[src/rtl/sme_pkg.sv]
`default_nettype none
// ----------------------------------------------------------------------------
// sme_pkg: shared types and unit encodings for the SME share datapath.  Rev 1.0
// ----------------------------------------------------------------------------
package sme_pkg;

  typedef enum logic [1:0] {
    IDLE = 2'd0,
    ALU  = 2'd1,
    CRY  = 2'd2
  } sme_issue_state_t;

  localparam logic SME_UNIT_ALU = 1'b0;
  localparam logic SME_UNIT_CRY = 1'b1;

endpackage
`default_nettype wire

[src/rtl/sme_rr_arb2.sv]
`default_nettype none
// ----------------------------------------------------------------------------
// sme_rr_arb2: two-requester round-robin arbiter, registered last-grant pointer.
// Rev 1.0
// ----------------------------------------------------------------------------
module sme_rr_arb2 (
  input  logic clk,
  input  logic rst,
  input  logic i_en,
  input  logic i_req0,
  input  logic i_req1,
  output logic o_gnt0,
  output logic o_gnt1
);

  // r_last = 1 means requester 1 won most recently, so requester 0 has priority.
  logic r_last;

  always_comb begin
    o_gnt0 = i_en && i_req0 && (!i_req1 || r_last);
    o_gnt1 = i_en && i_req1 && (!i_req0 || !r_last);
  end

  always_ff @(posedge clk or posedge rst) begin
    if (rst) begin
      r_last <= 1'b0;
    end else if (o_gnt0) begin
      r_last <= 1'b0;
    end else if (o_gnt1) begin
      r_last <= 1'b1;
    end
  end

endmodule
`default_nettype wire

[src/rtl/sme_issue_ctl.sv]
`default_nettype none
// ----------------------------------------------------------------------------
// sme_issue_ctl: issues ops to the SME ALU/crypto unit and arbitrates the share
// RF port. Optional macro SME_ISSUE_WATCHDOG_EN adds a hung-unit watchdog. Rev 1.0
// ----------------------------------------------------------------------------
module sme_issue_ctl
  import sme_pkg::*;
#(
  parameter int MAX_LAT = 16,
  parameter int CW      = $clog2(MAX_LAT)
) (
  input  logic       g_clk,
  input  logic       g_reset,
  input  logic       flush,
  input  logic       req_valid,
  output logic       req_ready,
  input  logic       req_unit,
  input  logic [3:0] req_rd_addr,
  input  logic       bank_req_valid,
  input  logic       bank_req_write,
  output logic       bank_req_ready,
  output logic       alu_valid,
  input  logic       alu_ready,
  output logic       cry_valid,
  input  logic       cry_ready,
  output logic       bank_wen,
  output logic       bank_read,
  output logic       rsp_valid,
  output logic       rsp_unit,
  output logic [3:0] rsp_rd_addr,
  output logic       busy,
  output logic       err_timeout
);

  sme_issue_state_t r_state;
  logic             r_unit;
  logic [3:0]       r_rd_addr;
  logic             r_alu_valid;
  logic             r_cry_valid;
  logic             r_rsp_valid;
  logic             r_rsp_unit;
  logic [3:0]       r_rsp_rd_addr;

  logic w_arb_en;
  logic w_gnt_req;
  logic w_gnt_bank;
  logic w_fu_ready;

  // Reset gates the enable so the combinational grants are also 0 during reset.
  assign w_arb_en   = (r_state == IDLE) && !flush && !g_reset;
  assign w_fu_ready = (r_state == CRY) ? cry_ready : alu_ready;

  sme_rr_arb2 u_arb (
    .clk    (g_clk),
    .rst    (g_reset),
    .i_en   (w_arb_en),
    .i_req0 (req_valid),
    .i_req1 (bank_req_valid),
    .o_gnt0 (w_gnt_req),
    .o_gnt1 (w_gnt_bank)
  );

`ifdef SME_ISSUE_WATCHDOG_EN
  logic [CW-1:0] r_wdog;
  logic          r_err;

  always_ff @(posedge g_clk or posedge g_reset) begin
    if (g_reset) begin
      r_wdog <= '0;
      r_err  <= 1'b0;
    end else if (r_state == IDLE) begin
      r_wdog <= '0;
    end else if (!flush && !w_fu_ready) begin
      if (r_wdog == CW'(MAX_LAT - 1)) begin
        r_err <= 1'b1;
      end
      r_wdog <= r_wdog + CW'(1);
    end
  end

  logic w_timeout;
  assign w_timeout   = !flush && !w_fu_ready && (r_wdog == CW'(MAX_LAT - 1));
  assign err_timeout = r_err;
`else
  logic w_timeout;
  assign w_timeout   = 1'b0;
  assign err_timeout = 1'b0 & (CW == 0);
`endif

  always_ff @(posedge g_clk or posedge g_reset) begin
    if (g_reset) begin
      r_state       <= IDLE;
      r_unit        <= 1'b0;
      r_rd_addr     <= 4'd0;
      r_alu_valid   <= 1'b0;
      r_cry_valid   <= 1'b0;
      r_rsp_valid   <= 1'b0;
      r_rsp_unit    <= 1'b0;
      r_rsp_rd_addr <= 4'd0;
    end else begin
      r_rsp_valid <= 1'b0;
      case (r_state)
        IDLE: begin
          if (w_gnt_req) begin
            r_unit      <= req_unit;
            r_rd_addr   <= req_rd_addr;
            r_alu_valid <= (req_unit == SME_UNIT_ALU);
            r_cry_valid <= (req_unit == SME_UNIT_CRY);
            r_state     <= (req_unit == SME_UNIT_CRY) ? CRY : ALU;
          end
        end
        ALU, CRY: begin
          // Flush beats completion; a timed-out op is dropped without a response.
          if (flush || w_fu_ready || w_timeout) begin
            r_state     <= IDLE;
            r_alu_valid <= 1'b0;
            r_cry_valid <= 1'b0;
          end
          if (!flush && w_fu_ready) begin
            r_rsp_valid   <= 1'b1;
            r_rsp_unit    <= r_unit;
            r_rsp_rd_addr <= r_rd_addr;
          end
        end
        default: begin
          r_state     <= IDLE;
          r_alu_valid <= 1'b0;
          r_cry_valid <= 1'b0;
        end
      endcase
    end
  end

  assign req_ready      = w_gnt_req;
  assign bank_req_ready = w_gnt_bank;
  assign bank_wen       = w_gnt_bank && bank_req_write;
  assign bank_read      = w_gnt_bank && !bank_req_write;
  assign alu_valid      = r_alu_valid;
  assign cry_valid      = r_cry_valid;
  assign rsp_valid      = r_rsp_valid;
  assign rsp_unit       = r_rsp_unit;
  assign rsp_rd_addr    = r_rsp_rd_addr;
  assign busy           = (r_state != IDLE);

endmodule
`default_nettype wire

[config.mk]
export PLATFORM = sky130hd
export DESIGN_NAME = sme_issue_ctl
export DESIGN_NICKNAME = d
export VERILOG_FILES = /design/src/rtl/sme_pkg.sv /design/src/rtl/sme_rr_arb2.sv /design/src/rtl/sme_issue_ctl.sv
export SDC_FILE = /design/constraint.sdc
export NUM_CORES = 1
export LEC_CHECK = 0
export BUFFER_PORTS_ARGS = -buffer_cell sky130_fd_sc_hd__buf_4
export CAP_MARGIN = 20
export CORE_MARGIN = 3
export CORE_UTILIZATION = 35
export CTS_CLUSTER_SIZE = 25
export DETAILED_ROUTE_END_ITERATION = 16
export PLACE_DENSITY = 0.57
export SYNTH_ARGS = -nofsm -noshare
export SYNTH_HDL_FRONTEND = slang
export SYNTH_HIERARCHICAL = 1
export SYNTH_SLANG_ARGS = --single-unit
[constraint.sdc]
create_clock -name g_clk -period 4.7 [get_ports g_clk]
set_clock_uncertainty 0.05 [all_clocks]
set_input_delay 0.705 -clock g_clk [delete_from_list [all_inputs] [get_ports g_clk]]
set_output_delay 0.705 -clock g_clk [all_outputs]
set_load 0.01 [all_outputs]
* Word-level counts from Yosys, hierarchy flattened
Index checks and enable logic that the tools add are counted.
** Word-level totals
- Input bits :: 13
- Memories :: 0
- Memory bits (writable) :: 0
- Output and inout port bits :: 14
- Word-level logic and storage cells :: 53
- Latch bits :: 0
- Register bits :: 16
- ROM bits :: 0
** Cells by class
- Multiplexer cells :: 14
- Order comparisons :: 0
- Bitwise logic cells :: 1
- Divide/modulo/power cells :: 0
- Equality and inequality tests :: 4
- Shifts and indexed selects :: 0
- $mul :: 0
- $add $sub $neg :: 0
- Reduce and logical (&&, ||, !) cells :: 25
** Operators by type and width (count)
- 1-bit logical AND :: 9
- 1-bit two-way mux :: 8
- 1-bit zero test :: 6
- 2-bit two-way mux :: 3
- 2-bit AND reduction :: 3
- 2-bit inequality test (second input constant) :: 2
- 1-bit case mux with 2 select lines :: 2
- 2-bit case mux with 2 select lines :: 1
- 2-bit nonzero test :: 2
- 1-bit logical OR :: 3
- 2-bit by 1-bit == test with 1-bit output (second input constant) :: 1
- 2-bit == test (second input constant) :: 1
- 2-bit zero test :: 1
- 2-bit OR reduction :: 1
- 1-bit NOT :: 1

* Depth between registers and ports, before layout
- Depth in word-level cells :: 7
- Depth in mapped cells :: 9
- Gate-level depth less buffers :: 9

* By module
The synthesis kept the hierarchy.
** Modules (own cells, without submodules)
- sme_issue_ctl :: instances 1, area an instance 613.1 um^2, seq. area each 325.3 um^2, cells each 45
- sme_rr_arb2 :: instances 1, area an instance 65.1 um^2, seq. area each 25.0 um^2, cells each 9

* Least setup slack after synthesis
No wires, ideal clock.
- Path kind :: input port to output port
- Start :: input g_reset
- End :: output bank_read
- Stages on the path :: 4
- Path buffers :: 0
- Slack :: 2.351 ns
- Data arrival time :: 1.594 ns
- Cells stage by stage :: nor3_1 -> nand2_1 -> a21oi_1 -> nor2b_1
** On the way
- Longest elaborated chain between the ends :: 5
** Ends and longest elaborated chain
- start, declared :: RTL line sme_issue_ctl.sv:13 : input logic g_reset,
- 1-bit zero test (no line)
- 1-bit logical AND :: RTL line sme_issue_ctl.sv:50 : assign w_arb_en = (r_state == IDLE) && !flush && !g_reset;
- 1-bit logical AND (2 in a row) :: RTL line sme_rr_arb2.sv:21 : o_gnt1 = i_en && i_req1 && (!i_req0 || !r_last);
- via bank_req_ready :: RTL line sme_issue_ctl.sv:21 : output logic bank_req_ready,
- 1-bit logical AND :: RTL line sme_issue_ctl.sv:137 : assign bank_read = w_gnt_bank && !bank_req_write;
- end, declared :: RTL line sme_issue_ctl.sv:27 : output logic bank_read,
The timed path passes the listed nets, and every way through them passes these cells.

==> out/metrics.cfg <==
[layout]
fin_util_pct=51.3
drive_above_1_share_pct=51.9
layout_commonest_cell=buf_4
diodes=0
final_cell_mix=buf_4, dfrtp_1, inv_1, mux2_4
nNetsFinal=97
area_growth_pct=34.9

[clocking]
cts_sinks=14
htreeDepth=1
clk_pin_slew_ps=90
cts_buffers=3
clk_latency_ps=280
clockRootBuffer=clkbuf_4
cts_tree=done
clockBufferDepth=2
cts_resized=0
hold_buffers=0
cts_setup_buffers=0

[sta]
rsz0062_at_grt=false
max_freq_ghz=0.381
fin_ws_ps=2070
fin_crit_ps=2630
hold_violations=0
setup_viol=0
hold_ws_ps=212
slew_viol_final=0
min_period_over_period_pct=55.9
fin_setup_tns_ps=0

[worst_setup_path]
cp.required_ps=3940
critPathKind=flop to output port
ff2ff_setup_slack_ps=2650
endpoint=bank_read
cp-end-kind=output port
cp_max_fo=3
start_kind=flop
critPathLaunch=alu_valid
reg2reg_to=r_state[1]
cp.arrival_ps=1870
r2r_start=alu_valid
rr_worst_depth=9

[power]
combPwrFrac_pct=39.3
p_leak_nw=0.471
intPower_uw=333
power_uw=470
clockPowerShare_pct=18.2
power_density_mw_per_mm2=514
swShare_pct=29.2
worst_ir_drop_vdd_uv=344
pwr-share-seq_pct=42.5
p_sw_uw=137

[global_routing]
grt-ovfl-total=0
gr-usage-met2_pct=16.7
grt_pass1_wl_mm=1.96
grt_util_all_layers_pct=10.7
use_met3_pct=5.44
busiest_layer=met2
grt_antenna_before_repair=0
grt_start_max_net_pins=14
grt_pass1_vias=464
use_met1_pct=12.4

[logic_synthesis]
synth_nets=69
ys_seq_elements=14
synth_cell_types=21
synth_area_leaders=dfrtp_1, mux2_4, mux2_2, inv_1, ha_1
synth_top_area_cell=dfrtp_1
syn_area_um2=678
seq_area_frac_synth_pct=51.7
syn_inst=54
synth_area_per_cell_um2=12.6
synth_top_area_share_pct=51.7
ys_warn_count=6

[route]
num_vias=471
wl_per_cell_um=10.8
wirelength_mm=1.14
route.detailed.drc=0
drtPass1Iterations=4
drt_iter0_markers=3
ant_nets=0
via_per_inst=4.44

[place]
dp_slack_ps=2210
place_congestion=0.744
portBuffers=25
dp_hpwl_um=908

[floorplanning]
core-area_mm2=0.00178
ios=27
rows=15
die_w_um=50.0
die_y_um=50.0
floorplan.initialDensity_pct=38.0
die_area_mm2=0.00250

[worst_hold_path]
min_path_type=input port to async pin

[outcome]
run_status=complete, no violations

[run]
maxCapViolCount=0

==> critical path, stage by stage, from the launching register on <==
cell     delay (ps)
dfrtp_1         390
inv_1            90
ha_1            170
inv_1            60
nor3_1          260
nand2_1         140
a21oi_1         200
nor2b_1         160
buf_4           130
==> area by class of cell <==
type                    instances  area [um^2]
fillers                       169          868
clock buffers                   4         36.3
inverters                       7         26.3
multi-input cells              31          283
well taps                      25         31.3
repair buffers                 25          188
flip-flops and latches         14          350
==> how the worst min path moves through the flow <==
| stage | startpoint | end | cells after the start |
|---|---|---|---|
| 2_1_floorplan | g_reset | u_arb/r_last | 1 |
| 3_3_place_gp | r_unit | r_unit | 2 |
| 3_5_place_dp | r_unit | r_unit | 2 |
| 4_1_cts | g_reset | u_arb/r_last | 2 |
| 5_1_grt | g_reset | u_arb/r_last | 2 |
| 6_report | g_reset | u_arb/r_last | 2 |
==> cell usage after synthesis, drive strengths merged <==
cell type	n
dfrtp	14
mux2	10
inv	7
nand2	4
a21oi	3
buf	2
ha	2
nor2b	2
o2bb2ai	2
and2	1
and3	1
conb	1
nor3	1
o21ai	1
o21bai	1
o22ai	1
or2b	1
==> per-stage QoR <==
step	cell area, um^2	cells
final	915	106
after global routing	915	106
after detailed placement	878	102
after global placement	878	102
after floorplan	678	54
after CTS	915	106
==> logic make-up after synthesis <==
kind of cell / synth area share (%)
compound gates: 8.12
flops: 51.7
mux: 19.9
simple gates: 9.41
buf+inv: 6.64
fa+ha+maj: 3.69
other cells: 0.553
==> sequential cells by signal (all words and copies together), names as in the netlist <==
signal and cells:
alu_valid 1, r_unit 1, u_arb/r_last 1, rsp_valid 1
r_state 1, rsp_unit 1, rsp_rd_addr 4, r_rd_addr 4
==> per-layer routing <==
| metal | vias up | share of wire [%] |
|---|---|---|
| met5 | - | 0 |
| met4 | 0 | 1.2 |
| met3 | 2 | 5.9 |
| met2 | 14 | 49 |
| met1 | 225 | 44 |
| li1 | 230 | - |
==> power by group through the flow <==
stage                     Clock (mW)  Combinational, mW  Sequential [mW]
after global routing          0.0971              0.201            0.208
after detailed placement           0              0.187            0.202
after CTS                     0.0883              0.187            0.200
after floorplan                    0              0.108            0.210
after global placement             0              0.184            0.201
final                         0.0855              0.185            0.200
Note: power is estimated with default switching activity, not from simulation.
